File: src/rtl/mux_arb_2to1.sv
// Two-requester arbiter for the shared byte mux, with a single-entry valid/ready output stage.
// Define MUX_ARB_FIXED_PRIO_EN for fixed priority (requester 1 wins ties and preempts OWN2).
module mux_arb_2to1 #(
    parameter int DATA_W    = 8,
    parameter int MAX_BURST = 4
) (
    input  logic              clk,
    input  logic              rst_n,
    input  logic              req_1,
    input  logic [DATA_W-1:0] data_1,
    output logic              grant_1,
    input  logic              req_2,
    input  logic [DATA_W-1:0] data_2,
    output logic              grant_2,
    output logic              select,
    output logic [DATA_W-1:0] out_data,
    output logic              out_valid,
    input  logic              out_ready,
    output logic              busy,
    output logic [1:0]        dbg_state_o
);

    // Handshake: a byte moves downstream on any edge where out_valid && out_ready;
    // the stage accepts a new byte whenever it is empty or is being drained that cycle.

    typedef enum logic [1:0] {
        IDLE = 2'd0,
        OWN1 = 2'd1,
        OWN2 = 2'd2
    } state_t;

    localparam logic [3:0] BURST_LAST = 4'(MAX_BURST - 1);

    state_t            state_q, state_d;
    logic              select_q, select_d;
    logic [3:0]        burst_q, burst_d;
    logic [DATA_W-1:0] out_data_q;
    logic              out_valid_q;
    logic              space;
    logic              burst_limit;
    logic              tie_to_1;
    logic [DATA_W-1:0] mux_data;

`ifdef MUX_ARB_FIXED_PRIO_EN
    assign tie_to_1 = 1'b1;
`else
    // last_q: 0 = requester 1 served last, 1 = requester 2 served last.
    logic last_q, last_d;
    assign tie_to_1 = last_q;
`endif

    assign space       = !out_valid_q || out_ready;
    assign burst_limit = (burst_q == BURST_LAST);

    // State register
    always_ff @(posedge clk or negedge rst_n) begin
        if (!rst_n) begin
            state_q  <= IDLE;
            select_q <= 1'b0;
            burst_q  <= 4'd0;
`ifndef MUX_ARB_FIXED_PRIO_EN
            last_q   <= 1'b1;
`endif
        end else begin
            state_q  <= state_d;
            select_q <= select_d;
            burst_q  <= burst_d;
`ifndef MUX_ARB_FIXED_PRIO_EN
            last_q   <= last_d;
`endif
        end
    end

    // Next-state logic
    always_comb begin
        state_d  = state_q;
        select_d = select_q;
        burst_d  = burst_q;
`ifndef MUX_ARB_FIXED_PRIO_EN
        last_d   = last_q;
`endif
        case (state_q)
            IDLE: begin
                if (req_1 && (!req_2 || tie_to_1)) begin
                    state_d  = OWN1;
                    select_d = 1'b0;
                    burst_d  = 4'd0;
`ifndef MUX_ARB_FIXED_PRIO_EN
                    last_d   = 1'b0;
`endif
                end else if (req_2) begin
                    state_d  = OWN2;
                    select_d = 1'b1;
                    burst_d  = 4'd0;
`ifndef MUX_ARB_FIXED_PRIO_EN
                    last_d   = 1'b1;
`endif
                end
            end
            OWN1: begin
                if (grant_1) begin
                    burst_d = burst_limit ? 4'd0 : burst_q + 4'd1;
                end
                if (!req_1 || (grant_1 && burst_limit && req_2)) begin
                    state_d = IDLE;
                end
            end
            OWN2: begin
                if (grant_2) begin
                    burst_d = burst_limit ? 4'd0 : burst_q + 4'd1;
                end
`ifdef MUX_ARB_FIXED_PRIO_EN
                if (!req_2 || req_1) begin
                    state_d = IDLE;
                end
`else
                if (!req_2 || (grant_2 && burst_limit && req_1)) begin
                    state_d = IDLE;
                end
`endif
            end
            default: begin
                state_d = IDLE;
            end
        endcase
    end

    // Output logic
    always_comb begin
        grant_1 = (state_q == OWN1) && req_1 && space;
        grant_2 = (state_q == OWN2) && req_2 && space;
        busy    = (state_q != IDLE);
    end

    assign mux_data = select_q ? data_2 : data_1;

    // Output stage: a grant always wins over a drain since space guarantees the old byte leaves.
    always_ff @(posedge clk or negedge rst_n) begin
        if (!rst_n) begin
            out_data_q  <= '0;
            out_valid_q <= 1'b0;
        end else if (grant_1 || grant_2) begin
            out_data_q  <= mux_data;
            out_valid_q <= 1'b1;
        end else if (out_ready) begin
            out_valid_q <= 1'b0;
        end
    end

    assign select      = select_q;
    assign out_data    = out_data_q;
    assign out_valid   = out_valid_q;
    assign dbg_state_o = state_q;

endmodule

File: config.mk
export PLATFORM = sky130hd
export DESIGN_NAME = mux_arb_2to1
export DESIGN_NICKNAME = d
export VERILOG_FILES = /design/src/rtl/mux_arb_2to1.sv
export SDC_FILE = /design/constraint.sdc
export NUM_CORES = 1
export LEC_CHECK = 0
export ABC_AREA = 1
export CORE_MARGIN = 10
export CORE_UTILIZATION = 43
export DETAILED_ROUTE_END_ITERATION = 10
export PLACE_DENSITY = 0.86
export SYNTH_ARGS = -nofsm -noshare
export SYNTH_HDL_FRONTEND = slang
export SYNTH_SLANG_ARGS = --single-unit
File: constraint.sdc
create_clock -name clk -period 1.65 [get_ports clk]
set_clock_uncertainty 0.15 [all_clocks]
set_input_delay 0.165 -clock clk [delete_from_list [all_inputs] [get_ports clk]]
set_output_delay 0.165 -clock clk [all_outputs]
set_load 0.02 [all_outputs]
Word level (Yosys, flattened, before mapping):

Cells that the tools add are included.

* add/sub/neg operators: 1
* reduce and logical (&&, ||, !) cells: 25
* equal/unequal tests: 8
* mux-type cells: 16

Operator list (number)
* $mux 4: 5
* $pmux 4 s3: 1
* $logic_and 1x1->1: 9
* $mux 2: 4
* $mux 8: 1
* $ne 2x2->1 const B: 4
* $pmux 2 s3: 1
* $reduce_bool 2->1: 3
* $logic_or 1x1->1: 5
* $add 4x1->4 const B: 1
* $eq 4x2->1 const B: 1
* $mux 1: 4
* $reduce_and 4->1: 1
* $logic_not 1->1: 3
* $ne 3x3->1 const B: 1
* $reduce_and 3->1: 1
* $reduce_bool 3->1: 1
* $eq 2x1->1 const B: 1
* $eq 2x2->1 const B: 1
* $logic_not 2->1: 1
* $reduce_and 2->1: 1

* input port bits: 21
* flip-flop bits (word level): 17
* output and inout port bits: 15
* logic and storage cells: 56

Depth between registers and ports, before layout:

Gate-level depths: netlist (run 1).

* depth in word-level cells: 8
* depth in mapped cells: 10
* depth with buffers taken out: 10

Worst setup path before layout (run 1):

Ideal clock, no wire load.

* path type: reg-to-reg
* start point: register state_q[0], in the netlist dbg_state_o[0]
* end point: register state_q[0], in the netlist dbg_state_o[0]
* buffers on the path: 0
* clock period less this slack: 1.595 ns
* arrival: 1.379 ns
* setup slack: 0.055 ns
* required time: 1.434 ns
* cell stages (with the launch flop): 7
* setup time: 0.066 ns
* cell sequence: dfrtp_1 > inv_1 > ha_1 > inv_1 > a211oi_1 > nand3_1 > nand2_1

* longest elaborated chain between the ends: 8
* elaborated cells on any way between the ends: 18
* classes of those cells: eq/ne: 5; mux: 1; reduce/logical: 12

RTL lines
* start, declared: line 34 `state_t state_q, state_d;`
* start signal, assigned: line 65 `state_q <= state_d;`
* $eq 2x2->1 / $eq 2x1->1 (equally long branches): line 82, 131, 130
* $logic_and 1x1->1 (on tied branches) (2 in a row): line 131, 130
* $logic_and 1x1->1 (on tied branches) (2 in a row): line 117, 104
* $logic_or 1x1->1 (on tied branches): line 117, 104
* $ne 2x2->1 (no source line)
* $reduce_and 3->1 (no source line)

Several ways; a longest one is shown, not always the timed one.
A chain may end at the register's enable or synchronous reset.

Final worst setup path (run 1):

* start point: register state_q[0], in the netlist dbg_state_o[0]
* end point: register burst_q[3]

* longest elaborated chain between the ends: 5
* elaborated cells on any way between the ends: 13
* classes of those cells: eq/ne: 5; mux: 1; reduce/logical: 7

RTL lines
* $eq 2x2->1 / $eq 2x1->1 (equally long branches): line 82, 131, 130
* $logic_and 1x1->1 (on tied branches) (2 in a row): line 131, 130
* $ne 2x2->1 (no source line)
* $reduce_and 4->1 (no source line)
* end signal, assigned: line 67 `burst_q <= burst_d;`
* end, declared: line 36 `logic [3:0] burst_q, burst_d;`

Several ways; a longest one is shown, not always the timed one.

==> impl_results.md, run 1 <==
* Worst Path Required at roughly 1.7 ns
* Worst R2R Setup Slack at -0.06 ns
* Layout area overhead at 65.7%
* #FFs+latches synth at 17
* Setup ws final at -0.0599 ns
* I/O pins at 36
* Maximum VDD drop at about 0.94 mV
* Post-Syn Instances at 119
* Critical-path top delay cell: dfrtp_2
* Pin count of the biggest net entering global routing at 18
* Commonest non-fill, non-tap cell in the layout: nand2_1
* Width of the die at approximately 68 um
* Gr usage total at roughly an eighth
* Hpwl dp at ~2300 um
* Clk root buf: clkbuf_4
* Failing checks: negative setup slack
* Rel. slew slack at between 80 and 90%
* CP cell instances: inv_2 > buf_4 > ha_4 > buf_6 > o21bai_1 > nand2_2 > nand3_4 > inv_2 > nand3_2 > nand2_1
* CTS Buffer Depth at 2
* Crit-path max FO at 8
* # port buffers at 35
* Drt wl/cell at roughly 15 um
* Synth Cell Area at about 980 sq um
* Worst EP arrival at about 1.8 ns
* Cell repeated most along the worst path: inv_2
* First-pass GRT wire length at 4460 um
* Status: finished, violations left
* Final Setup Violations at 6
* Tightest Pin Transition at about 0.24 ns
* Antenna viol nets, final at 0
* Nets at 201
* Gpl congestion at about 0.9
* Hold_ws at 0.0166 ns
* Synthesized area per cell at 8.22 sq um
* Crit end category: flip-flop
* Synth top area share at approximately two fifths
* Yosys warning count at 0
* First-pass DRT Iterations at 4
* DRC at 0
* Crit Path Category: flip-flop to flip-flop
* Die ar. at about 0.0046 sq mm
* Post-route cell area at about 0.0016 sq mm
* FF+latch area at around 430 sq um
* Clk sinks at 17
* Power density cells at ~1700 mW/mm^2
* Clk_lat worst skew at about 0.30 ns
* Tmin final at 1.71 ns
* H-Tree Depth at 1
* GRT Residual Overflow at 0
* Post-Route Setup TNS at -0.159 ns
* Register-to-Register Path Depth at 10
* Initial antenna violation count at 0
* Fin. max-slew vios at 0
* Synth area leaders: dfrtp_1, nand2_1, ha_1
* FMAX at slightly below 600 MHz
* Cell leakage power at just over 0.8 nW
* Routed WL at 3070 um
* Area of the multi-input gates at approximately 550 sq um
* Prevailing post-synth register cell: dfrtp_1
* Hold-fix buffers, CTS at 0
* CTS tree: done
* Die H at 67.7 um
* Max Cap Viol at 0
* Unrepaired setup endpoints after global routing: true
* R2R Path Start: dbg_state_o[0]
* Rows at 17
* Final hold vios at 0
* Starting Density at 44.7%
* Number of distinct library cells after synthesis at 23
* Net Count, Synth at 144
* Period Utilization, post-route at 104%
* Core Box Area at roughly 0.0022 sq mm
* Hold/Removal Path Class: primary input to async pin
* CTS Buf Count at 3
* Fillcell total at 154
* Drt first-iter violations at 47
* Vias in the first global route at roughly 1,000
* Vias at 1,022
* Layout cell share with drive strength beyond 1 at a little under a third
* Most frequent cells in the layout: nand2_1, clkdlybuf4s50_1, buf_4
* Seq/Total Area, Yosys at 43.6%
* Via density per instance at roughly 5.0
* Startpoint types: flip-flop
* Clock transition at path regs at about 0.10 ns
* Reg2reg end: burst_q[3]
* Synth async-reset ratio at 100%
* CP max stage delay at roughly 0.43 ns
* Cell accounting for the most synthesized area: dfrtp_1
* Antenna Cells at 0
* Placement Cell Area at about 0.0014 sq mm
* Number of enable flip-flop cells after synthesis at 0
-- stage by stage --
| step | utilization (%) | power (mW) | setup slack [ns] | instances |
|---|---|---|---|---|
| after floorplan | - | 1.58 | 0.0547 | 119 |
| after global placement | 65.6 | 2.17 | -0.147 | 193 |
| after detailed placement | 65.6 | 2.24 | -0.179 | 193 |
| after CTS | 67.8 | 2.52 | -0.0447 | 197 |
| after global routing | 74.0 | 2.91 | -0.128 | 203 |
| final | 74.0 | 2.71 | -0.0599 | 203 |
-- sequential cells by signal, indices dropped and copies added, names as in the netlist --
| name | flops |
|---|---|
| burst_q | 4 |
| dbg_state_o | 2 |
| last_q | 1 |
| out_data | 8 |
| out_valid | 1 |
| select | 1 |
-- logic make-up after synthesis --
group | count (synthesis) | synth area share, %
adders and majority gates | 4 | 5.12
AOI/OAI and AO/OA | 19 | 12.8
xor gates and xnor gates | 2 | 1.79
and+or+nand+nor | 60 | 28.3
DFF | 17 | 43.6
buffers and inverters | 17 | 8.44
-- cell type report --
| class | count | share of cell area (%) |
|---|---|---|
| Tap cell | 28 | 2.16 |
| Clock buffer | 4 | 1.62 |
| Multi-Input combinational cell | 85 | 34.2 |
| Inverter | 15 | 3.78 |
| Timing Repair Buffer | 54 | 31.9 |
| Sequential cell | 17 | 26.4 |
-- worst max-delay path by stage --
stage                     end            from  depth (start not counted)
2_1_floorplan  dbg_state_o[0]  dbg_state_o[0]                          6
3_3_place_gp          grant_1       out_ready                          6
3_5_place_dp          grant_1           req_1                          6
4_1_cts               grant_2  dbg_state_o[0]                          7
5_1_grt            burst_q[3]  dbg_state_o[0]                         10
6_report           burst_q[3]  dbg_state_o[0]                         10
-- power breakdown --
| part | switching [mW] | internal (mW) | total (mW) |
|---|---|---|---|
| clock network | 0.140 | 0.0946 | 0.234 |
| registers | 0.128 | 0.602 | 0.730 |
| logic | 0.931 | 0.819 | 1.75 |
| total | 1.20 | 1.51 | 2.71 |
-- cell usage after synthesis (2+ instances only) --
library cell / n
a21oi_1: 3
a31oi_1: 6
ha_1: 4
nand2_2: 3
nor2_1: 9
nand2_1: 35
a31oi_2: 2
inv_1: 13
dfrtp_1: 16
nand3_1: 8
xor2_1: 2
a211oi_1: 2
o21ai_1: 4
nand2_4: 2
nor2_2: 2
-- worst max-delay path: cells and delay by family (launching register included) --
| family | cells | cell delay, ns |
|---|---|---|
| compound gates | 1 | 0.20 |
| fa+ha+maj | 1 | 0.16 |
| buf+inv | 4 | 0.37 |
| flops | 1 | 0.43 |
| simple gates | 4 | 0.30 |
-- layer usage --
layer / routed length, um / part of all wire, % / GRT usage (%)
met1: 1140 / 37 / 12.8
met2: 1680 / 55 / 23.0
met3: 172 / 5.6 / 2.15
met4: 79 / 2.6 / 7.69
met5: 0 / 0 / 0
-- what timing repair did --
item	in CTS	in global routing
pin swaps	5	7
resized for setup	27	26
endpoints found under the setup margin	14	24
setup buffers	0	6
(Power assumes the default switching activity.)
==> inputs of run 2 (changes only) <==
CTS_CLUSTER_DIAMETER = 50   (was unset)
==> results of run 2 <==
Final layout, timing and power as in run 1 (identical DEF).
